--- config.mk ---
export PLATFORM = sky130hd
export DESIGN_NAME = phy_link_model_16b
export DESIGN_NICKNAME = d
export VERILOG_FILES = /design/src/rtl/phy_link_model_16b.sv
export SDC_FILE = /design/constraint.sdc
export NUM_CORES = 1
export LEC_CHECK = 0
export ABC_CLOCK_PERIOD_IN_PS = 2450
export CORE_ASPECT_RATIO = 0.8
export CORE_MARGIN = 2
export CORE_UTILIZATION = 25
export CTS_BUF_LIST = sky130_fd_sc_hd__clkbuf_8
export DETAILED_ROUTE_END_ITERATION = 16
export SLEW_MARGIN = 20
export SYNTH_ARGS = -nofsm -noshare
export SYNTH_HDL_FRONTEND = slang
export SYNTH_SLANG_ARGS = --single-unit
--- constraint.sdc ---
create_clock -name clk_ref_i -period 2.45 [get_ports clk_ref_i]
set_input_delay 0.3675 -clock clk_ref_i [delete_from_list [all_inputs] [get_ports clk_ref_i]]
set_output_delay 0.3675 -clock clk_ref_i [all_outputs]
set_load 0.05 [all_outputs]
--- src/rtl/phy_link_model_16b.sv ---
// phy_link_model_16b
// Cycle-accurate model of one 16-bit PHY lane between an endpoint transmitter
// and a switch receiver. It returns running disparity and a transmit error to
// the endpoint, walks a DOWN/TRAIN/UP link-state machine, delays the word by a
// fixed latency, and can replace one word with a corrupted word on request.
module phy_link_model_16b #(
  parameter int g_latency      = 4,
  parameter int g_train_commas = 4
) (
  input  logic        clk_ref_i,
  input  logic        rst_i,
  input  logic [15:0] tx_data_i,
  input  logic [1:0]  tx_k_i,
  input  logic        phy_rst_i,
  input  logic        link_up_i,
  input  logic        inject_err_i,
  output logic        tx_disparity_o,
  output logic        tx_enc_err_o,
  output logic [15:0] rx_data_o,
  output logic [1:0]  rx_k_o,
  output logic        rx_enc_err_o,
  output logic [1:0]  link_state_o,
  output logic [15:0] err_count_o
);

  localparam logic [1:0] ST_DOWN  = 2'b00;
  localparam logic [1:0] ST_TRAIN = 2'b01;
  localparam logic [1:0] ST_UP    = 2'b10;

  localparam int          CW         = $clog2(g_train_commas + 1);
  localparam logic [CW-1:0] COMMA_MAX = CW'(g_train_commas);

  // Delay-line word layout: {data[15:0], k[1:0], err}
  localparam logic [18:0] WORD_DOWN = {16'h0000, 2'b00, 1'b1};
  localparam logic [18:0] WORD_BAD  = {16'hFFFF, 2'b11, 1'b1};

  // Parity lookup tables of the disparity rule, indexed from the MSB
  localparam logic [31:0] P6_TAB = 32'hE8818197;
  localparam logic [7:0]  P4_TAB = 8'h89;

  logic [1:0]    state_reg, state_next;
  logic [CW-1:0] comma_cnt_reg, comma_cnt_next;
  logic          disparity_reg;
  logic [15:0]   err_count_reg;
  logic [18:0]   word_in;
  logic [18:0]   dly_reg [g_latency];
  logic          link_drop;
  logic          is_comma;
  logic          inject_ok;

  assign link_drop = !link_up_i || phy_rst_i;
  assign is_comma  = tx_k_i[1] && (tx_data_i[15:8] == 8'hBC);
  // A drop in the same cycle wins over an injection request
  assign inject_ok = (state_reg == ST_UP) && inject_err_i && !link_drop;

  // One byte of the disparity rule; K bytes with nonzero low bits never flip
  function automatic logic disp_byte(input logic cur, input logic [7:0] d, input logic k);
    logic p6;
    logic p4;
    p6 = P6_TAB[5'd31 - d[4:0]];
    p4 = P4_TAB[3'd7 - d[7:5]];
    if (k && (d[1:0] != 2'b00))
      disp_byte = cur;
    else
      disp_byte = cur ^ (k ^ p6 ^ p4);
  endfunction

  // State and comma-run registers
  always_ff @(posedge clk_ref_i) begin
    if (rst_i) begin
      state_reg     <= ST_DOWN;
      comma_cnt_reg <= '0;
    end else begin
      state_reg     <= state_next;
      comma_cnt_reg <= comma_cnt_next;
    end
  end

  // Next-state logic: drop has priority, TRAIN counts consecutive commas
  always_comb begin
    state_next     = state_reg;
    comma_cnt_next = comma_cnt_reg;
    if (link_drop) begin
      state_next     = ST_DOWN;
      comma_cnt_next = '0;
    end else begin
      case (state_reg)
        ST_DOWN: begin
          state_next     = ST_TRAIN;
          comma_cnt_next = '0;
        end
        ST_TRAIN: begin
          if (is_comma) begin
            if (comma_cnt_reg < COMMA_MAX)
              comma_cnt_next = comma_cnt_reg + CW'(1);
          end else begin
            comma_cnt_next = '0;
          end
          if (comma_cnt_next == COMMA_MAX)
            state_next = ST_UP;
        end
        ST_UP: state_next = ST_UP;
        default: begin
          state_next     = ST_DOWN;
          comma_cnt_next = '0;
        end
      endcase
    end
  end

  // State-dependent outputs: transmit error and delay-line input word
  always_comb begin
    tx_enc_err_o = (state_reg == ST_DOWN);
    word_in      = {tx_data_i, tx_k_i, 1'b0};
    if (state_reg == ST_DOWN)
      word_in = WORD_DOWN;
    else if (inject_ok)
      word_in = WORD_BAD;
  end

  // Fixed-latency delay line; reset flushes all in-flight words
  generate
    for (genvar gi = 0; gi < g_latency; gi++) begin : g_dly
      always_ff @(posedge clk_ref_i) begin
        if (rst_i)
          dly_reg[gi] <= WORD_DOWN;
        else if (gi == 0)
          dly_reg[gi] <= word_in;
        else
          dly_reg[gi] <= dly_reg[(gi == 0) ? 0 : gi - 1];
      end
    end
  endgenerate

  // Running disparity from the transmit word, upper byte then lower byte
  always_ff @(posedge clk_ref_i) begin
    if (rst_i || phy_rst_i)
      disparity_reg <= 1'b0;
    else
      disparity_reg <= disp_byte(disp_byte(disparity_reg, tx_data_i[15:8], tx_k_i[1]),
                                 tx_data_i[7:0], tx_k_i[0]);
  end

  // Saturating counter of accepted injections
  always_ff @(posedge clk_ref_i) begin
    if (rst_i)
      err_count_reg <= 16'h0000;
    else if (inject_ok && (err_count_reg != 16'hFFFF))
      err_count_reg <= err_count_reg + 16'h0001;
  end

  assign tx_disparity_o = disparity_reg;
  assign link_state_o   = state_reg;
  assign err_count_o    = err_count_reg;
  assign rx_data_o      = dly_reg[g_latency-1][18:3];
  assign rx_k_o         = dly_reg[g_latency-1][2:1];
  assign rx_enc_err_o   = dly_reg[g_latency-1][0];

endmodule

Word level (Yosys, flattened, before mapping)
Memories as Yosys holds them, arrays and structs flattened. Cells that the tools add are included.

$add $sub $neg: 6. $lt $le $gt $ge: 5. Equality and inequality tests: 6. Mux-type cells: 23. Bitwise logic cells: 10. Reduce and logical (&&, ||, !) cells: 14.

Operators with widths (number): two-way mux 19 bit (6); adder 16 x 1 -> 16 bit (second input constant) (1); inequality test 16 bit (second input constant) (1); < comparator 5 x 6 -> 1 bit (second input constant) (2); two-way mux 3 bit (4); two-way mux 1 bit (10); subtractor 5 bit (first input constant) (2); == test 8 bit (second input constant) (1); < comparator 3 x 4 -> 1 bit (second input constant) (2); logical AND 1 bit (6); case mux 2 bit (3 select lines) (1); case mux 3 bit (2 select lines) (1); subtractor 3 bit (first input constant) (2); bitwise XOR 1 bit (6); OR 1 bit (4); nonzero test 2 bit (2); adder 3 x 1 -> 3 bit (second input constant) (1); == test 3 bit (second input constant) (1); < comparator 3 bit (second input constant) (1); == test 2 x 1 -> 1 bit (second input constant) (1); == test 2 bit (second input constant) (1); zero test 1 bit (2); zero test 2 bit (1); logical OR 1 bit (2); other kinds (3) (3).

Bits in registers: 22. Bits in writable memories: 76. ROM bits: 80. Logic and storage cells: 73. Memories: 5.

Memories: dly_reg (words 4, bits a word 19, rd ports 4, clocked after Yosys merged registers in 0, write ports 4, line 46) `logic [18:0] dly_reg [g_latency];`; (name not given) (words 32, bits a word 1, rd ports 1, clocked after Yosys merged registers in 0, write ports 0, line 60) `p6 = P6_TAB[5'd31 - d[4:0]];`; (name not given) (words 32, bits a word 1, rd ports 1, clocked after Yosys merged registers in 0, write ports 0, line 60); (name not given) (words 8, bits a word 1, rd ports 1, clocked after Yosys merged registers in 0, write ports 0, line 61) `p4 = P4_TAB[3'd7 - d[7:5]];`; (name not given) (words 8, bits a word 1, rd ports 1, clocked after Yosys merged registers in 0, write ports 0, line 61).

Logic depth before layout (Yosys ltp)
Depth after elaboration: 10. Depth in mapped cells: 8. Mapped depth without buffers: 8.

Worst setup path before layout
No wires, ideal clock.

Kind: register -> register. Start point: register err_count_reg[6], in the netlist err_count_o[6]. End point: register err_count_reg[3], in the netlist err_count_o[3]. Setup time: 0.128 ns. Arrival: 1.999 ns. Data required time: 2.322 ns. Setup slack: 0.323 ns. Stages on the path, launching flop included: 8. Cells stage by stage: dfxtp_1 and3_1 nand4_1 o41a_1 buf_6 nand4_1 xor2_1 nor2_1.

Cells in the longest elaborated chain, start to end: 2.

Ends and longest elaborated chain: from (decl) (line 44) `logic [15:0] err_count_reg;`; from (signal assigned) (line 149) `err_count_reg <= err_count_reg + 16'h0001;`; inequality test 16 bit (line 148) `else if (inject_ok && (err_count_reg != 16'hFFFF))`; logical AND 1 bit (line 148).

Every way passes these cells. A chain may end at the register's enable or synchronous reset.

Worst setup path after layout
Start point: register state_reg[0], in the netlist link_state_o[0]. End point: output tx_enc_err_o.

Cells in the longest elaborated chain, start to end: 1.

Ends and longest elaborated chain: from (decl) (line 41) `logic [1:0] state_reg, state_next;`; from (signal assigned) (line 74) `state_reg <= state_next;`; zero test 2 bit (line 113) `tx_enc_err_o = (state_reg == ST_DOWN);`; to (decl) (line 18) `output logic tx_enc_err_o,`.

Every way passes these cells.

==> summary.md <==
| Metric | Value |
|---|---|
| Crit. path cell count | 3 |
| Worst path buffer plus inverter count | 2 |
| Worst Setup SP | link_state_o[0] |
| Crit path launch type | flop |
| Pin count of the biggest net entering global routing | 60 |
| Synth async-reset ratio | 0 |
| Fin. max-slew vios | 0 |
| Post-Synthesis Net Count | 392 |
| Max reg flops | 76 |
| Die Area | 15410 um^2 |
| Num rows | 39 |
| Worst slew margin | 0.6540 |
| Initial Util | 0.2539 |
| Peak supply drop | ~0.0003 V |
| Dpl cell area | 4473 um^2 |
| Clock latency on the worst-skew pair | between 0.3 and 0.4 ns |
| CTS root buf | clkbuf_8 |
| Highest Clock Rate | 450.4 MHz |
| First-pass GRT wire length | 12.50 mm |
| Main synth FF type | dfxtp_1 |
| Setup violations, final | 0 |
| Reg-to-reg setup timing slack | ~0.50 ns |
| Layout cell share with drive strength beyond 1 | 0.08140 |
| Power density cells | 607.8 nW/um^2 |
| Worst Tran Pin Value | between 0.5 and 0.6 ns |
| DRC | 0 |
| Worst setup path end | tx_enc_err_o |
| MaxCap Viol Count | 0 |
| Core area | 14200 um^2 |
| Post-CTS Resized | 0 |
| R2R Path Start | err_count_o[6] |
| Post-CTS Hold Buffers | 0 |
| Total Routing Usage GR | 0.1009 |
| Cell Int Power | about 2.1 mW |
| DP Wirelength | 5.492 mm |
| Vias in the first global route | 2518 |
| Clk pwr share | 0.359 |
| Yosys reg bits | 98 |
| Post-Layout Cell Count | 614 |
| DR pass1 iterations | 4 |
| Synth warn | 0 |
| Sw Ratio | 0.2586 |
| Diode count | 0 |
| CTS buffer count | 9 |
| Sequential power share | 0.568 |
| GRT overflow | 0 |
| Final instance area | 4678 um^2 |
| Post-Route WL | between 7 and 8 mm |
| Comb pwr share | 0.073 |
| Clk slew on worst S/H paths | 0.10 ns |
| Worst Path Required | 2.08 ns |
| Final Hold Viols | 0 |
| Vias per std cell | 4.305 |
| Crit path max-delay family | buffers and inverters |
| Number of port buffers | 61 |
| Sw Pwr | around 740 uW |
| Initial antenna violation count | 0 |
| TritonCTS clock tree | built |
| Clock Path Buffers | 2 |
| Leak | 1.758 nW |
| Status | finished, final reports clean |
| Crit-path cells | inv_1, ha_1, clkdlybuf4s50_1 |
| WL/cell | between 10 and 15 um |
| Placed cells | 598 |
| Area Overhead vs Synth | 29.74% |
| Detailed Route Iter0 Violations | 103 |
| Chip width | about 140 um |
| Sequential share of the synthesized area | 0.5441 |
| Die H | roughly 110 um |
| Critical path endpoint category | output pin |
| Crit-path slowest cell | clkdlybuf4s50_1 |
| CTS H-tree depth | 3 |
| Post-route ant nets | 0 |
| Kind of critical path | flop to output pin |
| Final min period | 2.220 ns |
| Worst Hold Class | flop to flop |
| DR vias | roughly 2.6k |
| Clock Skews | 0.007304 ns |
| Clock sink count | around 100 |
| CP max FO | 4 |
| RSZ-0062 raised after global routing | no |
| Reg-to-reg endpoint | err_count_o[4] |
| Cell area after synthesis | about 3600 um^2 |
| Setup Fix Bufs, Post-CTS | 0 |
| Fin nets | between 400 and 500 |
| Syn avg cell area | 10.16 um^2 |
| Worst Reg2Reg Path Length in Cells | 6 |
| Critical path data arrival time | 1.85 ns |
| Syn Inst Count | 355 |
| Post-synth EDFFs | 0 |
| Crit-path max cell delay | 0.82 ns |
| Unique cell type count in the Yosys netlist | 43 |
| GP Congestion | between 0.8 and 0.9 |
| WHS | around 0.42 ns |
| I/O pin count | 62 |
| Period utilization | 0.9063 |
==> cell usage after synthesis (2+ instances only) <==
master / number / area share
nor3_1: 5 / 0.0069
a21boi_0: 10 / 0.021
o21ai_0: 8 / 0.011
nor2_1: 32 / 0.033
dfxtp_1: 98 / 0.54
or2_2: 5 / 0.0087
o41ai_1: 2 / 0.0049
nand4_1: 9 / 0.016
or3_1: 2 / 0.0035
nand2_1: 19 / 0.020
and3_1: 4 / 0.0069
a21oi_1: 5 / 0.0069
nor2b_1: 56 / 0.097
o2111ai_1: 3 / 0.0073
mux2i_1: 6 / 0.017
xor2_1: 10 / 0.024
ha_1: 14 / 0.049
inv_1: 12 / 0.012
xnor2_1: 2 / 0.0049
and2_1: 3 / 0.0052
o221ai_1: 2 / 0.0049
buf_6: 2 / 0.0062
nand3_1: 5 / 0.0069
o21a_1: 11 / 0.023
nor4_1: 2 / 0.0035
clkbuf_1: 11 / 0.011
==> layout by cell type (no fill, tap or decap), types with 2 or more instances in the layout <==
master / instances
mux2i_1: 6
clkinv_8: 2
nor2b_1: 56
o221ai_1: 2
and2_1: 3
inv_1: 12
xor2_1: 10
clkdlybuf4s50_1: 60
ha_1: 14
or2_2: 5
buf_4: 10
a21oi_1: 5
o41ai_1: 2
nand2_1: 19
nor4_1: 2
nand4_1: 9
dfxtp_1: 98
nor2_1: 32
inv_8: 2
clkbuf_8: 9
or3_1: 2
xnor2_1: 2
a21boi_0: 10
o21ai_0: 8
nand3_1: 5
clkinv_4: 2
nor3_1: 5
and3_1: 4
o2111ai_1: 3
o21a_1: 11
==> through the flow <==
stage	setup slack [ns]	power, mW	util	TNS, ns
6_report	0.2296	2.844	0.3295	0
3_3_place_gp	-0.06526	1.851	0.3150	-0.06526
5_1_grt	0.1256	2.974	0.3295	0
3_5_place_dp	-0.09161	1.859	0.3150	-0.09161
4_1_cts	0.1812	2.897	0.3295	0
2_1_floorplan	0.3233	1.765	-	0
==> power by group through the flow <==
| stage | clock network [mW] | logic [mW] | registers [mW] |
|---|---|---|---|
| floorplan | 0 | 0.102 | 1.66 |
| detailed placement | 0 | 0.207 | 1.65 |
| finish | 1.02 | 0.208 | 1.61 |
| global placement | 0 | 0.200 | 1.65 |
| global route | 1.13 | 0.228 | 1.62 |
| CTS | 1.07 | 0.208 | 1.61 |
==> worst min-delay path by stage <==
stage             startpoint             end  slack (ns)  cells after the start
3_5_place_dp   dly_reg[1][0]   dly_reg[2][0]        0.40                      1
6_report       dly_reg[2][0]   dly_reg[3][0]        0.42                      1
3_3_place_gp   dly_reg[0][0]   dly_reg[1][0]        0.39                      1
2_1_floorplan  dly_reg[0][0]   dly_reg[1][0]        0.39                      1
4_1_cts                rst_i  err_count_o[0]        0.42                      2
5_1_grt        dly_reg[2][0]   dly_reg[3][0]        0.43                      1
==> cells by family after synthesis <==
| kind of cell | Yosys count | synth area share |
|---|---|---|
| multiplexers | 7 | 0.02290 |
| AO/OA/AOI/OAI | 50 | 0.1013 |
| flip-flops | 98 | 0.5441 |
| AND/OR/NAND/NOR | 149 | 0.2238 |
| buffers and inverters | 25 | 0.03019 |
| adder cells (fa/ha/maj) | 14 | 0.04858 |
| XOR/XNOR | 12 | 0.02915 |
==> worst register-to-register path: cells and delay by family (launching register included) <==
kind / cells / cell delay, ns
AND/OR/NAND/NOR: 4 / 0.67
AO/OA/AOI/OAI: 1 / 0.59
flip-flops: 1 / 0.41
XOR/XNOR: 1 / 0.16
==> per-layer routing <==
| metal | routed length [um] | part of all wire | track usage | vias to the layer above |
|---|---|---|---|---|
| met5 | 0 | 0 | 0 | - |
| met2 | 3482 | 0.46 | 0.1663 | 80 |
| met3 | 459 | 0.061 | 0.03269 | 19 |
| met4 | 177 | 0.024 | 0.03673 | 0 |
| met1 | 3406 | 0.45 | 0.1242 | 1207 |
| li1 | - | - | - | 1337 |
==> final cells by class <==
| type | count | area (um^2) |
|---|---|---|
| fill | 1454 | 9522 |
| sequential | 98 | 1962 |
| multi-input combinational | 232 | 1535 |
| timing repair buffer | 72 | 700.7 |
| tap | 184 | 230.2 |
| clock buffer | 9 | 123.9 |
| clock inverter | 7 | 81.33 |
| inverter | 12 | 45.04 |
(Power assumes the default switching activity.)
